===== config.mk =====
export PLATFORM = sky130hd
export DESIGN_NAME = thr_slew_ctrl
export DESIGN_NICKNAME = d
export VERILOG_FILES = /design/src/rtl/thr_slew_ctrl.sv
export SDC_FILE = /design/constraint.sdc
export NUM_CORES = 1
export LEC_CHECK = 0
export ABC_CLOCK_PERIOD_IN_PS = 7770
export CORE_MARGIN = 2
export CORE_UTILIZATION = 55
export CTS_CLUSTER_DIAMETER = 120
export CTS_CLUSTER_SIZE = 12
export DETAILED_ROUTE_END_ITERATION = 8
export DONT_BUFFER_PORTS = 1
export PLACE_DENSITY = 0.77
export RECOVER_POWER = 100
export SYNTH_ARGS = -nofsm -noshare
export SYNTH_HDL_FRONTEND = slang
export SYNTH_SLANG_ARGS = --single-unit

===== constraint.sdc =====
create_clock -name clock -period 7.77 [get_ports clock]
set_input_delay 1.554 -clock clock [delete_from_list [all_inputs] [get_ports clock]]
set_output_delay 1.554 -clock clock [all_outputs]
set_load 0.005 [all_outputs]

===== src/rtl/thr_slew_ctrl.sv =====
// Slew-limited, clamped threshold tracker: T follows the latched target one bounded step per tick (timer, frame sync) or directly (bypass).
// T is registered (1 cycle from tgt, 2 from iT_vld in bypass); no backpressure, iT_vld is always accepted.
module thr_slew_ctrl #(
    parameter int     TW     = 7,
    parameter int     CNT_W  = 32,
    parameter longint PERIOD = 20_000_000,
    parameter int     STEP   = 1,
    parameter int     T_MIN  = 8,
    parameter int     T_MAX  = 11,
    parameter int     T_INIT = 8,
    parameter int     HYST   = 0
) (
    input  logic          clock,
    input  logic          rst_n,
    input  logic [TW-1:0] iT_target,
    input  logic          iT_vld,
    input  logic          vs,
    input  logic [1:0]    mode,
    output logic [TW-1:0] T,
    output logic          T_upd,
    output logic          settled
);

    localparam logic [CNT_W-1:0] CNT_LAST = CNT_W'(PERIOD - 1);
    localparam logic [TW:0]      STEP_E   = (TW+1)'(STEP);
    localparam logic [TW:0]      HYST_E   = (TW+1)'(HYST);
    localparam logic [TW:0]      TMIN_E   = (TW+1)'(T_MIN);
    localparam logic [TW:0]      TMAX_E   = (TW+1)'(T_MAX);
    localparam logic [TW-1:0]    T_INIT_V = TW'(T_INIT);

    localparam logic [1:0] M_TIMER  = 2'b00;
    localparam logic [1:0] M_FSYNC  = 2'b01;
    localparam logic [1:0] M_BYPASS = 2'b11;

    typedef enum logic [1:0] {NOTGT, TRACK, SETTLED} state_t;

    state_t           state, state_nxt;
    logic [TW-1:0]    tgt;
    logic [CNT_W-1:0] cnt, cnt_nxt;
    logic             vs_q, rise_q, armed;
    logic [1:0]       mode_q;

    logic [TW:0] t_e, g_e, up_raw, dn_raw, up_val, dn_val, byp_val, t_nxt;
    logic        up_want, dn_want, mode_chg, tick;

    // Settled means inside the dead-band, or pinned at the clamp the target pushes against.
    function automatic logic settle_chk(input logic [TW:0] g, input logic [TW:0] t);
        logic up, dn;
        up = g > (t + HYST_E);
        dn = (g + HYST_E) < t;
        return (!up && !dn) || (up && t >= TMAX_E) || (dn && t <= TMIN_E);
    endfunction

    always_comb begin
        t_e     = {1'b0, T};
        g_e     = {1'b0, tgt};
        up_want = g_e > (t_e + HYST_E);
        dn_want = (g_e + HYST_E) < t_e;
        up_raw  = t_e + STEP_E;
        dn_raw  = (t_e > STEP_E) ? (t_e - STEP_E) : '0;

        up_val = up_raw;
        if (g_e < up_val)    up_val = g_e;
        if (TMAX_E < up_val) up_val = TMAX_E;
        dn_val = dn_raw;
        if (g_e > dn_val)    dn_val = g_e;
        if (TMIN_E > dn_val) dn_val = TMIN_E;
        byp_val = g_e;
        if (g_e > TMAX_E)    byp_val = TMAX_E;
        if (g_e < TMIN_E)    byp_val = TMIN_E;

        // armed masks the first cycle after reset, when neither vs nor mode has a valid history.
        mode_chg = armed && (mode != mode_q);
        tick     = !mode_chg && (((mode == M_TIMER) && (cnt == CNT_LAST)) ||
                                 ((mode == M_FSYNC) && rise_q));

        cnt_nxt = cnt + CNT_W'(1);
        if (mode_chg || (mode != M_TIMER) || (cnt == CNT_LAST)) cnt_nxt = '0;

        t_nxt = t_e;
        if (state != NOTGT) begin
            if (mode == M_BYPASS)  t_nxt = byp_val;
            else if (tick) begin
                if (up_want)       t_nxt = up_val;
                else if (dn_want)  t_nxt = dn_val;
            end
        end
    end

    always_comb begin
        state_nxt = state;
        case (state)
            NOTGT: begin
                if (iT_vld) state_nxt = settle_chk({1'b0, iT_target}, t_e) ? SETTLED : TRACK;
            end
            default: state_nxt = settle_chk(g_e, t_e) ? SETTLED : TRACK;
        endcase
    end

    always_ff @(posedge clock or negedge rst_n) begin
        if (!rst_n) state <= NOTGT;
        else        state <= state_nxt;
    end

    always_ff @(posedge clock or negedge rst_n) begin
        if (!rst_n) begin
            T      <= T_INIT_V;
            tgt    <= T_INIT_V;
            cnt    <= '0;
            vs_q   <= 1'b0;
            rise_q <= 1'b0;
            armed  <= 1'b0;
            mode_q <= M_TIMER;
            T_upd  <= 1'b0;
        end else begin
            if (iT_vld) tgt <= iT_target;
            T      <= t_nxt[TW-1:0];
            T_upd  <= (t_nxt != t_e);
            cnt    <= cnt_nxt;
            vs_q   <= vs;
            rise_q <= vs & ~vs_q & armed;
            armed  <= 1'b1;
            mode_q <= mode;
        end
    end

    assign settled = (state == SETTLED);

endmodule


==> impl_results.md <==
* Leakage at between 1.5 and 2 nW
* Finished Core Util at between 50% and 60%
* Main synth FF type: dfrtp_1
* Hold-fix buffers, CTS at 0
* Design Area, Final at about 4200 um^2
* Row count at 31
* Setup slack of the most critical reg-to-reg path at 2.53 ns
* Starting Density at approximately 56%
* Worst path most repeated cell: ha_1
* Final Setup Violations at 0
* Top Metal Used: met4
* Largest net degree at the start of global routing at between 50 and 60
* Rel. slew slack at about an eighth
* RR Startpoint: T[0]
* Die Y at around 90 um
* # Post-CTS Setup Buffers at 0
* GRT overflow at 0
* Die X-Extent at between 80 and 90 um
* Die area at between 8000 and 9000 um^2
* Reg2Reg Depth at 13
* Port-buffer cells at 0
* Final setup TNS at 0 ns
* Critical path type: reg -> reg
* Ys async rst share at 100%
* Post-synth top area cell: dfrtp_1
* Worst-path clk slew at around 0.11 ns
* Least-Margin Pin Slew at roughly 1.3 ns
* CP top delay family: compound AO/OA/AOI/OAI gates
* Routed len/inst at 16.6 um
* CTS H-tree depth at 2
* Syn Nets at a little over 500
* Vias in the first global route at approximately 3,200
* Clock root cell: clkbuf_8
* Clk Latency, worst-skew pair at 0.31 ns
* Nets@finish at 497
* EDFF count, synth at 0
* CTS Buf Count at 5
* Syn_area_per_cell at approximately 8.8 um^2
* Bufs and invs on worst path at 1
* Post-synth cell types at 61
* Hold Slack at ~0.5 ns
* Max-cap violations at 0
* Gr usage total at around a quarter
* Vias/cell at a little over 6
* Critical path depth at 13
* Ys Warns at 0
* Critical Path End: T_upd
* Synth top area share at 32.2%
* FILL cells at about 630
* Crit. End Element: flip-flop
* P per Cell Area at approximately 250 nW/um^2
* Antenna diode count at 0
* Min cycle time layout at between 5 and 6 ns
* Seq/Total Area, Yosys at between 30% and 40%
* Post-Route WL at 9.15 mm
* Post-Syn Area at just over 4000 um^2
* Max IR drop VDD at roughly 0.00010 V
* Crit path DAT at around 5.4 ns
* Final cycle utilization of the critical path at around 67%
* Met1 Wirelength at 3.99 mm
* Initial antenna violation count at 0
* DR vias at around 3,400
* Detailed placement HPWL at between 6 and 7 mm
* PostCTS Resize Cnt at 0
* Iteration-0 DRC Markers at 260
* Worst setup path startpoint: T[0]
* Core Area at between 7000 and 8000 um^2
* Hold Vio Cnt, Final at 0
* Area Growth Syn to Fin at 3.32%
* CTS tree: done
* RSZ-0062 raised after global routing: no
* Critical path required time at roughly 8 ns
* Final max-slew violation count at 0
* Top post-synthesis cells by area: dfrtp_1 32%, ha_1 9.9%, nor2_1 5.6%, xnor2_1 5.0%, a21oi_1 3.5%
* Routed Antenna Nets at 0
* WL met3 at approximately 530 um
* DR pass1 iterations at 5
* Fmax at 191 MHz
* Number of clock sinks at 54
* Slowest CP cell: a21oi_1
* Run status: complete, no violations
* GPL Wtd Cong at slightly above 0.9
* Top-Level Pins at 22
* CP max stage delay at 0.99 ns
* Seq cells post-synth at 54
* Worst Skew at about 0.014 ns
* Synthesized instance count at between 400 and 500
* CP Max Fanout at 16
* Post-DP Area at between 4000 and 5000 um^2
* Clock buffer depth at 2
* Crit-path cells: inv_1 > ha_1 > or3b_1 > o31ai_1 > ha_1 > and3_1 > a31o_4 > a21oi_1 > mux2_1 > nor2_1 > nor3_1 > mux2i_1 > or4_1
* Setup crit start kind: flip-flop
* Met2 Wirelength at 4.48 mm
* Hold Path Class: reg -> reg
* DRC viols at 0
* First-pass GRT wire length at 14.9 mm
* FF-to-FF End: T_upd
* Share of post-route cells with drive strength above 1 at ~6.6%
==> cells in the mapped netlist, types with 7 or more instances <==
master     n
nor2_1    60
dfrtp_1   52
ha_1      32
nand2_1   32
a21oi_1   28
o21ai_0   24
xnor2_1   23
nand3_1   22
inv_1     20
xor2_1    12
and3_1     9
or3_1      9
a21o_1     8
clkbuf_1   8
mux2_2     8
nand4_1    8
nor3_1     8
nor2b_1    7
==> worst min path at each step <==
stage / startpoint / endpoint / cells past startpoint
after floorplan: cnt[0] / cnt[0] / 1
after global placement: cnt[0] / cnt[0] / 1
after detailed placement: cnt[0] / cnt[0] / 1
after CTS: cnt[0] / cnt[0] / 1
after global routing: cnt[0] / cnt[0] / 1
final: cnt[0] / cnt[0] / 1
==> placed cells by master (no fill, tap or decap), types with 7 or more instances in the layout <==
cell,netlist,layout
a21o_1,8,8
dfrtp_1,52,52
xor2_1,12,12
a21oi_1,28,29
nor2b_1,7,7
inv_1,20,20
nand4_1,8,8
nor3_1,8,8
nand3_1,22,22
nand2_1,32,32
nor2_1,60,61
o21ai_0,24,24
xnor2_1,23,23
or3_1,9,9
mux2_2,8,7
and3_1,9,9
ha_1,32,32
==> through the flow <==
step	std cells	setup slack, ns	power (mW)
3_5_place_dp	544	3.29	0.831
5_1_grt	552	2.22	1.11
4_1_cts	552	3.27	1.03
6_report	552	2.53	1.03
3_3_place_gp	544	3.43	0.820
2_1_floorplan	459	3.80	0.739
==> sequential cells by signal (all words and copies together) (netlist names) <==
signal	cells
T	7
T_upd	1
armed	1
cnt	32
mode_q	2
rise_q	1
state	2
tgt	7
vs_q	1
==> cell families after synthesis <==
| logic type | after synthesis | share of synthesized area [%] |
|---|---|---|
| buffers and inverters | 35 | 4.25 |
| XOR/XNOR | 35 | 7.59 |
| adder cells (fa/ha/maj) | 32 | 9.92 |
| multiplexers | 14 | 4.03 |
| flip-flops | 54 | 33.5 |
| AND/OR/NAND/NOR | 190 | 24.7 |
| other | 1 | 0.0929 |
| AO/OA/AOI/OAI | 98 | 15.9 |
==> layer usage <==
| metal | track usage [%] | vias up |
|---|---|---|
| li1 | - | 1625 |
| met1 | 30.3 | 1661 |
| met2 | 40.0 | 102 |
| met3 | 4.94 | 16 |
| met4 | 6.78 | 0 |
| met5 | 0 | - |
==> power breakdown <==
| group | switching (mW) | leakage (nW) | total [mW] | internal (mW) |
|---|---|---|---|---|
| Combinational | 0.280 | 0.925 | 0.473 | 0.193 |
| Sequential | 0.0566 | 0.713 | 0.361 | 0.305 |
| Clock | 0.0975 | 0.0591 | 0.196 | 0.0984 |
==> area by class of cell <==
cell class	count	area [um^2]	area share, %
flip-flops and latches	54	1350	32.5
clock inverters	3	47.5	1.14
multi-input cells	370	2500	59.9
clock buffers	5	68.8	1.65
well taps	99	124	2.97
repair buffers	1	3.75	0.0900
inverters	20	75.1	1.80
(Power assumes the default switching activity.)
